### src/rtl/multdiv_pkg.sv
// rtl/multdiv_pkg.sv - shared state encoding and default step counts for the multdiv sequencer
package multdiv_pkg;

  typedef enum logic [1:0] {
    IDLE = 2'd0,
    LOAD = 2'd1,
    RUN  = 2'd2,
    DONE = 2'd3
  } state_e;

  localparam int DEF_CNT_W      = 6;
  localparam int DEF_MULT_STEPS = 32;
  localparam int DEF_DIV_STEPS  = 32;

endpackage

### src/rtl/multdiv_iter_cnt.sv
// rtl/multdiv_iter_cnt.sv - synchronous-clear, enabled up-counter with terminal-count compare
module multdiv_iter_cnt #(
  parameter int CNT_W = 6
) (
  input  logic             clk,
  input  logic             clr,
  input  logic             clear,
  input  logic             inc,
  input  logic [CNT_W-1:0] limit,
  output logic [CNT_W-1:0] cnt,
  output logic             terminal
);

  logic [CNT_W-1:0] cnt_q, cnt_d;

  always_comb begin
    cnt_d = cnt_q;
    if (clear) begin
      cnt_d = '0;
    end else if (inc) begin
      cnt_d = cnt_q + CNT_W'(1);
    end
  end

  always_ff @(posedge clk or negedge clr) begin
    if (!clr) begin
      cnt_q <= '0;
    end else begin
      cnt_q <= cnt_d;
    end
  end

  assign cnt      = cnt_q;
  assign terminal = (cnt_q == limit);

endmodule

### src/rtl/multdiv_sequencer.sv
// rtl/multdiv_sequencer.sv - load/step/done sequencer for the iterative multiply/divide datapath
// Optional MULTDIV_RESTART_EN: a start in any state aborts the current operation and restarts.
module multdiv_sequencer
  import multdiv_pkg::*;
#(
  parameter int CNT_W      = DEF_CNT_W,
  parameter int MULT_STEPS = DEF_MULT_STEPS,
  parameter int DIV_STEPS  = DEF_DIV_STEPS
) (
  input  logic             clk,
  input  logic             clr,
  input  logic             ctrl_mult,
  input  logic             ctrl_div,
  input  logic             divisor_zero,
  output logic             load,
  output logic             step_en,
  output logic             op_is_div,
  output logic [CNT_W-1:0] iter,
  output logic             stall,
  output logic             result_rdy,
  output logic             exception
);

  state_e state_q, state_d;
  logic   op_is_div_q, op_is_div_d;
  logic   exception_q, exception_d;
  logic   start, can_start, div_by_zero, terminal;
  logic [CNT_W-1:0] limit;

  assign start       = ctrl_mult | ctrl_div;
  assign div_by_zero = ctrl_div & ~ctrl_mult & divisor_zero;

`ifdef MULTDIV_RESTART_EN
  assign can_start = 1'b1;
`else
  assign can_start = (state_q == IDLE);
`endif

  always_comb begin
    state_d     = state_q;
    op_is_div_d = op_is_div_q;
    exception_d = 1'b0;
    if (start && can_start) begin
      op_is_div_d = ctrl_div & ~ctrl_mult;
      if (div_by_zero) begin
        // Nothing to iterate: report the exception straight away.
        state_d     = DONE;
        exception_d = 1'b1;
      end else begin
        state_d = LOAD;
      end
    end else begin
      case (state_q)
        LOAD:    state_d = RUN;
        RUN:     state_d = terminal ? DONE : RUN;
        DONE:    state_d = IDLE;
        default: state_d = IDLE;
      endcase
    end
  end

  always_ff @(posedge clk or negedge clr) begin
    if (!clr) begin
      state_q     <= IDLE;
      op_is_div_q <= 1'b0;
      exception_q <= 1'b0;
    end else begin
      state_q     <= state_d;
      op_is_div_q <= op_is_div_d;
      exception_q <= exception_d;
    end
  end

  assign load       = (state_q == LOAD);
  assign step_en    = (state_q == RUN);
  assign result_rdy = (state_q == DONE);
  assign exception  = exception_q;
  assign op_is_div  = op_is_div_q;
  assign stall      = ((state_q == IDLE) & start) | load | step_en;

  assign limit = op_is_div_q ? CNT_W'(DIV_STEPS - 1) : CNT_W'(MULT_STEPS - 1);

  // Hold at the last index instead of stepping past it.
  multdiv_iter_cnt #(.CNT_W(CNT_W)) u_iter_cnt (
    .clk      (clk),
    .clr      (clr),
    .clear    (load),
    .inc      (step_en & ~terminal),
    .limit    (limit),
    .cnt      (iter),
    .terminal (terminal)
  );

endmodule

### config.mk
export PLATFORM = sky130hd
export DESIGN_NAME = multdiv_sequencer
export DESIGN_NICKNAME = d
export VERILOG_FILES = /design/src/rtl/multdiv_pkg.sv /design/src/rtl/multdiv_iter_cnt.sv /design/src/rtl/multdiv_sequencer.sv
export SDC_FILE = /design/constraint.sdc
export NUM_CORES = 1
export LEC_CHECK = 0
export ABC_AREA = 1
export CAP_MARGIN = 20
export CORE_MARGIN = 2
export CORE_UTILIZATION = 44
export CTS_CLUSTER_SIZE = 8
export DETAILED_ROUTE_END_ITERATION = 10
export PLACE_DENSITY = 0.82
export SETUP_SLACK_MARGIN = 0.5
export SYNTH_ARGS = -nofsm -noshare
export SYNTH_HDL_FRONTEND = slang
export SYNTH_SLANG_ARGS = --single-unit
### constraint.sdc
create_clock -name clk -period 1.67 [get_ports clk]
set_input_delay 0.334 -clock clk [delete_from_list [all_inputs] [get_ports clk]]
set_output_delay 0.334 -clock clk [all_outputs]
set_load 0.005 [all_outputs]
# Yosys cells after proc, flatten, opt, wreduce, memory -nomap -nowiden
# Cells that the tools add are included.
[op_classes] n_mux=8 bitwise=9 n_eq_ne=4 addsub=1 n_reduce_logical=3
[op_table] op="two-way mux 6 bit" count=2
[op_table] op="adder 6 x 1 -> 6 bit (second input constant)" count=1
[op_table] op="equality test 6 x 5 -> 1 bit (second input constant)" count=1
[op_table] op="AND 1 bit" count=4
[op_table] op="equality test 2 bit (second input constant)" count=2
[op_table] op="two-way mux 2 bit" count=2
[op_table] op="one-hot mux 2 bit (2 select lines)" count=1
[op_table] op="two-way mux 1 bit" count=3
[op_table] op="bitwise OR 1 bit" count=3
[op_table] op="equality test 2 x 1 -> 1 bit (second input constant)" count=1
[op_table] op="logical NOT 2 bit" count=1
[op_table] op="NOT 1 bit" count=2
[op_table] op="nonzero test 2 bit" count=1
[op_table] op="logical AND 1 bit" count=1
[totals] word_cells=29 in_bits=5 regBits=10

# Longest topological paths before layout
[logic_depth] word_depth=5 depth_mapped=7

# Modules after synthesis
# From an unflattened synthesis, not the netlist that was laid out.
[hier_totals] cells_unflattened=94 area_unflattened_um2=690.7
[by_module_without_submodules] module="multdiv_iter_cnt" seq_area_each_um2=150.1 area_per_inst_um2=445.4 instances=1 cells_per_inst=62
[by_module_without_submodules] module="multdiv_sequencer" seq_area_each_um2=100.1 area_per_inst_um2=245.2 instances=1 cells_per_inst=32

# Worst setup path after synthesis
# OpenSTA, ideal clock, no wires.
[synth_timing] path_type="register -> register" startpoint="register state_q[0]" endpoint="register u_iter_cnt.cnt_q[2], in the netlist u_iter_cnt.cnt[2]" path_slack_ns=0.335 required_ns=1.552 n_path_buf=0 path_stages_with_launch=8 arrival_time_ns=1.217 synth_period_minus_slack_ns=1.335 path_cell_list="dfrtp_1 inv_1 ha_1 bufinv_8 nor2_2 nor2_4 nand2_1 nand2_1"
[synth_between] elab_chain_len=3
[synth_rtl] element="start, declared" line_no="multdiv_sequencer.sv:24" text="state_e state_q, state_d;"
[synth_rtl] element="start signal, assigned" line_no="multdiv_sequencer.sv:68" text="state_q <= state_d;"
[synth_rtl] element="equality test 2 bit" line_no="multdiv_sequencer.sv:75" text="assign step_en = (state_q == RUN);"
[synth_rtl] element="via step_en" line_no="multdiv_sequencer.sv:16" text="output logic step_en,"
[synth_rtl] element="AND 1 bit" line_no="multdiv_sequencer.sv:88" text=".inc (step_en & ~terminal),"
[synth_rtl] element="nonzero test 2 bit (no source line)"
[synth_rtl] element="end signal, assigned" line_no="multdiv_iter_cnt.sv:29" text="cnt_q <= cnt_d;"
[synth_rtl] element="end, declared" line_no="multdiv_iter_cnt.sv:14" text="logic [CNT_W-1:0] cnt_q, cnt_d;"
# The timed path passes the listed nets, and every way through them passes these cells.
# A chain may end at the register's enable or synchronous reset.

# Worst setup path in the final report
[layout_timing] startpoint="register state_q[1]" endpoint="output port stall"
[layout_between] elab_chain_len=4
[layout_rtl] element="logical NOT 2 bit" line_no="multdiv_sequencer.sv:79" text="assign stall = ((state_q == IDLE) & start) | load | step_en;"
[layout_rtl] element="AND 1 bit" line_no="multdiv_sequencer.sv:79"
[layout_rtl] element="bitwise OR 1 bit" line_no="multdiv_sequencer.sv:79"
[layout_rtl] element="bitwise OR 1 bit *" line_no="multdiv_sequencer.sv:79"
[layout_rtl] element="end, declared" line_no="multdiv_sequencer.sv:19" text="output logic stall,"
# Every way passes the cells marked *; elsewhere a longest branch is shown, timed or not.

==> results <==
[final cells by class]
cell class | instances | area, µm² | share of cell area, %
Tap cell | 15 | 18.77 | 1.754
Inverter | 11 | 53.80 | 5.029
Multi-Input combinational cell | 49 | 385.4 | 36.02
Clock buffer | 4 | 36.28 | 3.392
Timing Repair Buffer | 39 | 322.8 | 30.18
Sequential cell | 10 | 252.7 | 23.63
[stage by stage]
stage	hold slack (ns)	power (mW)	cell area, µm²	setup WS (ns)	setup TNS [ns]
after floorplan	0.03841	0.8185	616.8	0.4545	0
after global placement	0.4786	1.180	825.8	-0.1049	-0.1049
after detailed placement	0.4821	1.195	825.8	-0.1324	-0.1324
after CTS	0.4031	1.724	1013	0.1071	0
after global routing	0.4170	2.048	1070	0.02995	0
final	0.3952	1.912	1070	0.07817	0
[sequential cells by signal (all words and copies together), names as in the netlist]
signal / count
exception: 1
op_is_div: 1
state_q: 2
u_iter_cnt.cnt: 6
[cells in the final DEF, fill, tap and decap left out, types with 2 or more instances in the layout]
| cell type | synthesis | final |
|---|---|---|
| nor2_4 | 1 | 3 |
| buf_6 | 0 | 12 |
| clkdlybuf4s50_1 | 0 | 4 |
| clkbuf_4 | 0 | 3 |
| ha_4 | 0 | 5 |
| buf_2 | 0 | 6 |
| buf_4 | 0 | 13 |
| clkbuf_2 | 0 | 4 |
| nand3_1 | 7 | 5 |
| nand2_1 | 21 | 21 |
| nand4_1 | 3 | 3 |
| inv_2 | 0 | 2 |
| inv_1 | 10 | 7 |
| nor2_1 | 3 | 3 |
| dfrtp_1 | 10 | 8 |
| dfrtp_2 | 0 | 2 |
[path summary, 6_finish.rpt]
kind,start,end,cells after the start
worst max-delay path,state_q[1],stall,6
worst min-delay path,clr,op_is_div,1
worst max register to register,state_q[0],u_iter_cnt.cnt[3],8
worst min register to register,op_is_div,op_is_div,2
max in group asynchronous,clr,u_iter_cnt.cnt[3],1
min in group clk,op_is_div,op_is_div,2
[timing repair]
item | 4_1_cts | 5_1_grt
setup buffers | 15 | 4
gates resized for setup | 60 | 14
pin swaps | 5 | 10
setup endpoints to repair | 20 | 18
hold endpoints to repair | 0 | 0
[layer usage]
| layer | track usage, % | vias up | part of all wire, % | wire, µm |
|---|---|---|---|---|
| li1 | - | 312 | - | - |
| met3 | 5.000 | 8 | 2.1 | 40 |
| met5 | 0 | - | 0 | 0 |
| met2 | 43.25 | 18 | 52 | 990 |
| met4 | 15.00 | 0 | 3.4 | 65 |
| met1 | 26.85 | 316 | 42 | 799 |
[cells by family (layout without fill, tap and decap cells)]
family,count (synthesis),count (layout)
compound gates,5,5
flops,10,10
buf+inv,11,54
fa+ha+maj,5,5
simple gates,39,39
[where the power goes]
group          switching (mW)  total [mW]  leakage, nW  internal [mW]
sequential             0.0544       0.383        0.130          0.329
clock                  0.0873       0.220       0.0210          0.132
combinational           0.598        1.31        0.395          0.712
total                   0.740        1.91        0.546           1.17
[critical path, delay by kind of cell (launching register included)]
kind | cells | cell delay [ns]
flops | 1 | 0.39
simple gates | 1 | 0.07
compound gates | 1 | 0.06
fa+ha+maj | 1 | 0.16
buf+inv | 3 | 0.31
==> results.json <==
{
  "finalNetCount": 124,
  "die_h_um": 40.37,
  "hold_viol_final": 0,
  "rsz0062_at_grt": "true",
  "worstPathArrival_ns": 1.26,
  "worstPathRequired_ns": 1.34,
  "routed_via_density": 5.109,
  "skew_ns": 0.004146,
  "grt_max_degree": 11,
  "rows": 13,
  "antenna_found_initial": 0,
  "period_needed_ns": 1.592,
  "clkTransAtPathRegs_ns": 0.07,
  "async_flop_share_pct": 100.0,
  "setup_violations": 0,
  "synth_cells": 70,
  "status": "finished, final reports clean",
  "drcViolationCount": 0,
  "wl_per_cell_um": 14.81,
  "ctsHoldBuffers": 0,
  "synth_edf_count": 0,
  "antenna_left": 0,
  "vias": 654,
  "antenna_cells": 0,
  "synth_fa_ha_area_share_pct": 10.75,
  "power_density_mw_per_mm2": 1787,
  "grtUsageTotal_pct": 24.71,
  "synthXorXnorAreaFrac_pct": 0,
  "ys.flop_type": "dfrtp_1",
  "ios": 17,
  "clkSinkCount": 10,
  "total_leakage_power_nw": 0.5461,
  "place.port_buffers": 16,
  "synth_top_family_by_area": "simple AND/OR/NAND/NOR gates",
  "crit_fanout": 3,
  "end_kind": "primary output",
  "synth_compound_area_share_pct": 5.591,
  "grt_pass1_wl_um": 2608,
  "stdcell_count": 128,
  "synth_simple_gate_area_share_pct": 31.18,
  "drt_pass1_iterations": 4,
  "syn-cell-area_um2": 581.8,
  "wirelength_um": 1896,
  "synth.most_common_cell": "nand2_1",
  "maxCapViolations": 0,
  "root_buffer": "clkbuf_4",
  "period_share_pct": 95.32,
  "routabilityCongestion": 0.7528,
  "die_w_um": 40.37,
  "grt_overflow_total": 0,
  "fin_util_pct": 84.32,
  "critPathSlowestCell": "dfrtp_1",
  "start_util_pct": 45.86,
  "startpoint_type": "register",
  "ir_drop_uv": 1225,
  "max_freq_ghz": 0.6282,
  "cts_inserted_buffers": 3,
  "hold_class": "input port to async pin",
  "synthTopCellsByCount": "21 x nand2_1, 10 x dfrtp_1, 10 x inv_1",
  "cpPeakStageDelay_ns": 0.39,
  "yosysUniqueCellTypes": 16,
  "slew_headroom_pct": 67.03,
  "final_layout_size_suffix_gt1_share_pct": 52.21,
  "htreeDepth": 1,
  "synth_nets": 80,
  "cts_tree": "done",
  "path_cells": "inv_2, buf_6, ha_4, o21ai_4, nand3_2, buf_2",
  "dieArea_mm2": 0.001629,
  "drv_slew": 0,
  "hpwl_um": 945.5,
  "clock_path_buffers": 2,
  "synth_largest_area_cell": "dfrtp_1",
  "synth-seq-cells": 10,
  "r2r_setup_slack_ns": 0.26,
  "synth_area_leaders": "dfrtp_1 43%, nand2_1 14%, ha_1 11%, inv_1 6.5%, nand3_1 6.0%",
  "synth_top_area_share_pct": 43.01,
  "syn2layout_area_growth_pct": 83.87,
  "core_area_mm2": 0.001269,
  "placed_cells": 105,
  "grt_pass1_vias": 609,
  "ys_warn_count": 0,
  "avgSynthCellArea_um2": 8.312,
  "drt_first_iter_violations": 15,
  "muxShareOfSynthArea_pct": 0,
  "fill_cells": 68,
  "synth.yosys.seq_area_share_pct": 43.01,
  "insertion_delay_ns": 0.27,
  "tightestPinTransition_ns": 0.4931,
  "crit_type": "register to primary output"
}
No activity file was read; power rests on OpenSTA's default activity.
